### src/rtl/rob_module.sv
// Reorder buffer: takes renamed instructions from the regfile, resolves their operands against
// completed entries, issues them to the reservation stations and commits results in program order.
module rob_module #(
    parameter int ROB_DEPTH    = 16,
    parameter int ROB_IDX_SIZE = 4,
    parameter int GPR_SIZE     = 64,
    parameter int GPR_IDX_SIZE = 5
) (
    input  logic                    in_clk,
    input  logic                    in_rst,
    input  logic                    in_reg_done,
    input  logic [GPR_IDX_SIZE-1:0] in_reg_dst,
    input  logic                    in_reg_set_nzcv,
    input  logic                    in_reg_uses_nzcv,
    input  logic                    in_reg_mispredict,
    input  logic                    in_reg_src1_valid,
    input  logic [ROB_IDX_SIZE-1:0] in_reg_src1_rob_index,
    input  logic [GPR_SIZE-1:0]     in_reg_src1_value,
    input  logic                    in_reg_src2_valid,
    input  logic [ROB_IDX_SIZE-1:0] in_reg_src2_rob_index,
    input  logic [GPR_SIZE-1:0]     in_reg_src2_value,
    input  logic                    in_reg_nzcv_valid,
    input  logic [ROB_IDX_SIZE-1:0] in_reg_nzcv_rob_index,
    input  logic [3:0]              in_reg_nzcv,
    input  logic [2:0]              in_reg_fu_id,
    input  logic [3:0]              in_reg_fu_op,
    input  logic [3:0]              in_reg_cond_codes,
    output logic [ROB_IDX_SIZE-1:0] out_reg_next_rob_index,
    output logic                    out_full,
    input  logic                    in_fu_done,
    input  logic [ROB_IDX_SIZE-1:0] in_fu_rob_index,
    input  logic [GPR_SIZE-1:0]     in_fu_value,
    input  logic [3:0]              in_fu_nzcv,
    output logic                    out_rs_done,
    output logic                    out_rs_src1_valid,
    output logic [GPR_SIZE-1:0]     out_rs_src1_value,
    output logic [ROB_IDX_SIZE-1:0] out_rs_src1_rob_index,
    output logic                    out_rs_src2_valid,
    output logic [GPR_SIZE-1:0]     out_rs_src2_value,
    output logic [ROB_IDX_SIZE-1:0] out_rs_src2_rob_index,
    output logic                    out_rs_nzcv_valid,
    output logic [3:0]              out_rs_nzcv,
    output logic [ROB_IDX_SIZE-1:0] out_rs_nzcv_rob_index,
    output logic [ROB_IDX_SIZE-1:0] out_rs_rob_index,
    output logic [2:0]              out_rs_fu_id,
    output logic [3:0]              out_rs_fu_op,
    output logic [3:0]              out_rs_cond_codes,
    output logic                    out_rs_set_nzcv,
    output logic                    out_rs_uses_nzcv,
    output logic                    out_reg_should_commit,
    output logic [GPR_IDX_SIZE-1:0] out_reg_reg_index,
    output logic [GPR_SIZE-1:0]     out_reg_commit_value,
    output logic [ROB_IDX_SIZE-1:0] out_reg_commit_rob_index,
    output logic                    out_reg_set_nzcv,
    output logic [3:0]              out_reg_nzcv,
    output logic                    out_flush
);
    localparam int CW = ROB_IDX_SIZE + 1;

    logic [ROB_IDX_SIZE-1:0] r_head, r_tail;
    logic [CW-1:0]           r_count;
    logic                    r_valid      [ROB_DEPTH];
    logic                    r_done       [ROB_DEPTH];
    logic                    r_set_nzcv   [ROB_DEPTH];
    logic                    r_mispredict [ROB_DEPTH];
    logic [GPR_IDX_SIZE-1:0] r_dst        [ROB_DEPTH];
    logic [GPR_SIZE-1:0]     r_value      [ROB_DEPTH];
    logic [3:0]              r_nzcv       [ROB_DEPTH];

    logic                    w_full, w_dispatch, w_commit, w_flush;
    logic [GPR_SIZE:0]       w_src1, w_src2;
    logic [4:0]              w_nzcv;

    // Priority: architectural value, then same-cycle FU broadcast, then a completed entry.
    function automatic logic [GPR_SIZE:0] resolve(input logic reg_valid, input logic [GPR_SIZE-1:0] reg_val,
                                                  input logic fu_hit, input logic [GPR_SIZE-1:0] fu_val,
                                                  input logic ent_done, input logic [GPR_SIZE-1:0] ent_val);
        if (reg_valid)     return {1'b1, reg_val};
        else if (fu_hit)   return {1'b1, fu_val};
        else if (ent_done) return {1'b1, ent_val};
        else               return '0;
    endfunction

    function automatic logic [4:0] resolve4(input logic reg_valid, input logic [3:0] reg_val,
                                            input logic fu_hit, input logic [3:0] fu_val,
                                            input logic ent_done, input logic [3:0] ent_val);
        if (reg_valid)     return {1'b1, reg_val};
        else if (fu_hit)   return {1'b1, fu_val};
        else if (ent_done) return {1'b1, ent_val};
        else               return '0;
    endfunction

    assign w_full                 = (r_count == CW'(ROB_DEPTH));
    assign out_full               = w_full;
    assign out_reg_next_rob_index = r_tail;
    assign w_dispatch             = in_reg_done & ~w_full;
    assign w_commit               = (r_count != '0) & r_done[r_head];
    assign w_flush                = w_commit & r_mispredict[r_head];

    assign w_src1 = resolve(in_reg_src1_valid, in_reg_src1_value,
                            in_fu_done && (in_fu_rob_index == in_reg_src1_rob_index), in_fu_value,
                            r_done[in_reg_src1_rob_index], r_value[in_reg_src1_rob_index]);
    assign w_src2 = resolve(in_reg_src2_valid, in_reg_src2_value,
                            in_fu_done && (in_fu_rob_index == in_reg_src2_rob_index), in_fu_value,
                            r_done[in_reg_src2_rob_index], r_value[in_reg_src2_rob_index]);
    assign w_nzcv = resolve4(in_reg_nzcv_valid, in_reg_nzcv,
                             in_fu_done && (in_fu_rob_index == in_reg_nzcv_rob_index), in_fu_nzcv,
                             r_done[in_reg_nzcv_rob_index], r_nzcv[in_reg_nzcv_rob_index]);

    always_ff @(posedge in_clk) begin
        if (in_rst) begin
            r_head <= '0;
            r_tail <= '0;
            r_count <= '0;
            for (int i = 0; i < ROB_DEPTH; i++) begin
                r_valid[i] <= 1'b0;
                r_done[i] <= 1'b0;
                r_set_nzcv[i] <= 1'b0;
                r_mispredict[i] <= 1'b0;
                r_dst[i] <= '0;
                r_value[i] <= '0;
                r_nzcv[i] <= '0;
            end
            out_rs_done <= 1'b0;
            out_rs_src1_valid <= 1'b0;
            out_rs_src1_value <= '0;
            out_rs_src1_rob_index <= '0;
            out_rs_src2_valid <= 1'b0;
            out_rs_src2_value <= '0;
            out_rs_src2_rob_index <= '0;
            out_rs_nzcv_valid <= 1'b0;
            out_rs_nzcv <= '0;
            out_rs_nzcv_rob_index <= '0;
            out_rs_rob_index <= '0;
            out_rs_fu_id <= '0;
            out_rs_fu_op <= '0;
            out_rs_cond_codes <= '0;
            out_rs_set_nzcv <= 1'b0;
            out_rs_uses_nzcv <= 1'b0;
            out_reg_should_commit <= 1'b0;
            out_reg_reg_index <= '0;
            out_reg_commit_value <= '0;
            out_reg_commit_rob_index <= '0;
            out_reg_set_nzcv <= 1'b0;
            out_reg_nzcv <= '0;
            out_flush <= 1'b0;
        end else begin
            out_rs_done <= 1'b0;
            out_reg_should_commit <= 1'b0;
            out_flush <= 1'b0;

            if (in_fu_done && r_valid[in_fu_rob_index]) begin
                r_done[in_fu_rob_index] <= 1'b1;
                r_value[in_fu_rob_index] <= in_fu_value;
                r_nzcv[in_fu_rob_index] <= in_fu_nzcv;
            end

            if (w_commit) begin
                out_reg_should_commit <= 1'b1;
                out_reg_reg_index <= r_dst[r_head];
                out_reg_commit_value <= r_value[r_head];
                out_reg_commit_rob_index <= r_head;
                out_reg_set_nzcv <= r_set_nzcv[r_head];
                out_reg_nzcv <= r_nzcv[r_head];
                out_flush <= w_flush;
                r_valid[r_head] <= 1'b0;
            end

            // A flushing commit empties the buffer and drops any dispatch on the same edge.
            if (w_flush) begin
                r_head <= '0;
                r_tail <= '0;
                r_count <= '0;
                for (int i = 0; i < ROB_DEPTH; i++) begin
                    r_valid[i] <= 1'b0;
                    r_done[i] <= 1'b0;
                end
            end else begin
                if (w_dispatch) begin
                    r_valid[r_tail] <= 1'b1;
                    r_done[r_tail] <= 1'b0;
                    r_dst[r_tail] <= in_reg_dst;
                    r_set_nzcv[r_tail] <= in_reg_set_nzcv;
                    r_mispredict[r_tail] <= in_reg_mispredict;
                    r_tail <= r_tail + 1'b1;
                    out_rs_done <= 1'b1;
                    out_rs_rob_index <= r_tail;
                    out_rs_src1_valid <= w_src1[GPR_SIZE];
                    out_rs_src1_value <= w_src1[GPR_SIZE-1:0];
                    out_rs_src1_rob_index <= in_reg_src1_rob_index;
                    out_rs_src2_valid <= w_src2[GPR_SIZE];
                    out_rs_src2_value <= w_src2[GPR_SIZE-1:0];
                    out_rs_src2_rob_index <= in_reg_src2_rob_index;
                    out_rs_nzcv_valid <= w_nzcv[4];
                    out_rs_nzcv <= w_nzcv[3:0];
                    out_rs_nzcv_rob_index <= in_reg_nzcv_rob_index;
                    out_rs_fu_id <= in_reg_fu_id;
                    out_rs_fu_op <= in_reg_fu_op;
                    out_rs_cond_codes <= in_reg_cond_codes;
                    out_rs_set_nzcv <= in_reg_set_nzcv;
                    out_rs_uses_nzcv <= in_reg_uses_nzcv;
                end
                if (w_commit) r_head <= r_head + 1'b1;
                r_count <= r_count + CW'(w_dispatch) - CW'(w_commit);
            end
        end
    end
endmodule

### config.mk
export PLATFORM = sky130hd
export DESIGN_NAME = rob_module
export DESIGN_NICKNAME = d
export VERILOG_FILES = /design/src/rtl/rob_module.sv
export SDC_FILE = /design/constraint.sdc
export NUM_CORES = 2
export LEC_CHECK = 0
export CELL_PAD_IN_SITES_DETAIL_PLACEMENT = 0
export CELL_PAD_IN_SITES_GLOBAL_PLACEMENT = 1
export CORE_MARGIN = 8
export CORE_UTILIZATION = 50
export CTS_CLUSTER_DIAMETER = 50
export DETAILED_ROUTE_END_ITERATION = 7
export GPL_TIMING_DRIVEN = 0
export PLACE_DENSITY_LB_ADDON = 0.1
export SYNTH_ARGS = -nofsm -noshare
export SYNTH_HDL_FRONTEND = slang
export SYNTH_SLANG_ARGS = --single-unit
### constraint.sdc
create_clock -name in_clk -period 9.49 [get_ports in_clk]
set_input_delay 2.3725 -clock in_clk [delete_from_list [all_inputs] [get_ports in_clk]]
set_output_delay 2.3725 -clock in_clk [all_outputs]
set_load 0.01 [all_outputs]
==> impl_metrics.toml <==
[timing]
fin_ws_ns = 2.53
rsz0062_at_grt = "no"
relSlewSlack = -0.0548
finalCriticalPeriod_ns = 6.96
fin_skew_ns = 0.0278
fin_crit_sh = 0.733
setup_violations = 0
timing.final.max_slew_violations = 51
worst_pin_slew_ns = 1.58
hold_viol_final = 0
max_freq_mhz = 144

[placement]
routabilityCongestion = 0.924
port_buffers = 478
hpwl_mm = 244
dp_cells = 8276
dp_slack_ns = 1.65

[worst_setup_path]
reg2reg_slack_ns = 4.06
worst-endpoint-arrival_ns = 7.65
crit_fanout = 10
start_kind = "primary input"
crit_start = "in_fu_rob_index[1]"
worstSetupPathType = "in -> reg"
end_kind = "flip-flop"
cp.required_ns = 10.18
ff2ff_path_depth = 11
r2r_end = "r_dst[14][0]$_SDFFCE_PN0P_"

[clock_network]
numCtsBuffers = 180
cts_resized = 0
post_cts_buffers = 0
root_buffer = "clkbuf_16"
clkSinkCount = 1494
ctsLongestPathBuffers = 3
cts_tree = "yes"
htree_levels = 4
hold_buffers = 0
path_clk_slew_ns = 0.06
clk_latency_ns = 0.84

[status]
outcome = "finished with violations"
violations = "capacitance limit, slew limit"

[synth]
synth.avg_cell_area_um2 = 14.9
netlist_instances = 5535
synth_cell_types = 51
syn-num-nets = 5792
synth.cell_area_um2 = 82600
synth_edf_count = 1200
ys_seq_elements = 1494
synth_seq_area_share = 0.508
yosysWarnings = 0
async_flop_share = 0
synth_ff_type = "edfxtp_1"

[power]
cellPowerDensity_nw_per_um2 = 170
peakVddDrop_mv = 0.208
power_leakage_nw = 33.6
power_mw = 16.6

[detailed_routing]
viasPerCell = 6.91
ant_nets = 0
wl_mm = 341
drt-wirelength-per-cell_um = 39.5
drc = 0
first_pass_iters = 6
vias = 59700
drt_iter0_drc = 9245

[finish]
fin_nets = 6531
syn2layout_area_growth_pct = 18.7
layout_common_cells = "edfxtp_1, and2_1, mux4_2, clkdlybuf4s50_1, clkbuf_1"
finalNonFillerCells = 8637
fill_cells = 13000
final_common_cell = "edfxtp_1"
drive_gt1_frac = 0.244

[grt]
grtUsageTotal = 0.374
grt-ovfl-total = 0
grt_start_max_net_pins = 22
antenna_found_initial = 28
grt_pass1_vias = 59200
grt_pass1_wl_mm = 468

[floorplanning]
die_h_um = 422
die_w_um = 422
fp.coreArea_um2 = 164000
ios = 492
initial_core_util = 0.502
row_count = 149
dieArea_um2 = 178000

[min_path]
worstHoldEndpoint = "out_rs_cond_codes[3]$_SDFFE_PP0P_"
hp-start = "out_rs_cond_codes[3]$_SDFFE_PP0P_"
holdPathStages = 2
hold_path_class = "reg -> reg"

[job]
drv_cap = 5
-- layout make-up --
type	count	area, µm²	share of cell area
Timing Repair Buffer	557	6600	0.0673
Clock inverter	97	843	0.00860
Multi-Input combinational cell	3328	38000	0.387
Sequential cell	1494	41900	0.428
Tap cell	2189	2740	0.0279
Antenna cell	15	37.5	0.000383
Clock buffer	244	5020	0.0512
Buffer	568	2350	0.0239
Inverter	145	544	0.00555
-- report_power, final --
| group | switching [mW] | total [mW] | internal [mW] |
|---|---|---|---|
| combinational | 1.25 | 2.21 | 0.964 |
| sequential | 0.170 | 7.50 | 7.33 |
| clock | 2.96 | 6.93 | 3.97 |
-- flip-flops by register name (all words and copies together) (netlist names), 64 cells and up, named ones only --
name	count
r_dst	80
r_value	1024
out_reg_commit_value	64
out_rs_src1_value	64
r_nzcv	64
out_rs_src2_value	64
-- cell usage after synthesis (17+ instances only) --
master	instances	area, µm²
mux2i_1	81	811
nand2_1	104	390
o21ai_0	155	776
buf_2	86	430
a21oi_1	181	906
clkbuf_1	411	1540
inv_1	143	537
buf_1	51	191
a32o_1	144	1440
nand3_1	27	135
buf_4	19	143
a211oi_1	17	128
and2_1	1093	6840
nor2_1	215	807
mux4_2	1050	23600
dfxtp_1	294	5890
edfxtp_1	1200	36000
nand2b_1	136	851
-- metal layers --
layer / share of wire / vias up / wire, µm / global-route usage
met5: 0.00027 / - / 93 / 0
met4: 0.088 / 14 / 30100 / 0.265
met3: 0.12 / 1162 / 41900 / 0.103
met2: 0.45 / 4822 / 154000 / 0.569
met1: 0.34 / 30500 / 116000 / 0.464
li1: - / 23200 / - / -
-- worst max-delay path, stage by stage --
cell and delay [ns]:
clkdlybuf4s50_1 0.49, clkbuf_1 0.58, nand3_1 0.77, nor2_1 1.29
clkbuf_1 0.95, clkbuf_1 0.91, and2_1 0.26
-- worst max-delay path by stage --
stage | to | slack, ns | cells after the start
3_5_place_dp | r_value[5][62]$_SDFFCE_PN0P_ | 1.65 | 8
3_3_place_gp | r_value[3][17]$_SDFFCE_PN0P_ | -8.25 | 4
4_1_cts | r_value[5][56]$_SDFFCE_PN0P_ | 2.52 | 8
2_1_floorplan | r_nzcv[11][0]$_SDFFCE_PN0P_ | 0.94 | 4
5_1_grt | r_value[10][55]$_SDFFCE_PN0P_ | 2.77 | 8
6_report | r_nzcv[3][2]$_SDFFCE_PN0P_ | 2.53 | 7
-- kinds of logic after synthesis --
kind of cell / Yosys count / share of synthesized area
multiplexers: 1133 / 0.296
buffers and inverters: 713 / 0.0347
adder cells (fa/ha/maj): 15 / 0.00236
AO/OA/AOI/OAI: 519 / 0.0420
XOR/XNOR: 19 / 0.00202
flip-flops: 1494 / 0.508
AND/OR/NAND/NOR: 1642 / 0.115
-- metrics by stage --
stage                     hold WS, ns  cell area, µm²   util  setup TNS, ns
after floorplan                 0.464           82600      -              0
after global placement          0.442           90100  0.548       -8307.68
after detailed placement        0.447           92000  0.560              0
after CTS                       0.455           97900  0.595              0
after global routing            0.469           98000  0.596              0
final                           0.455           98000  0.596              0
No activity file was read; power rests on OpenSTA's default activity.
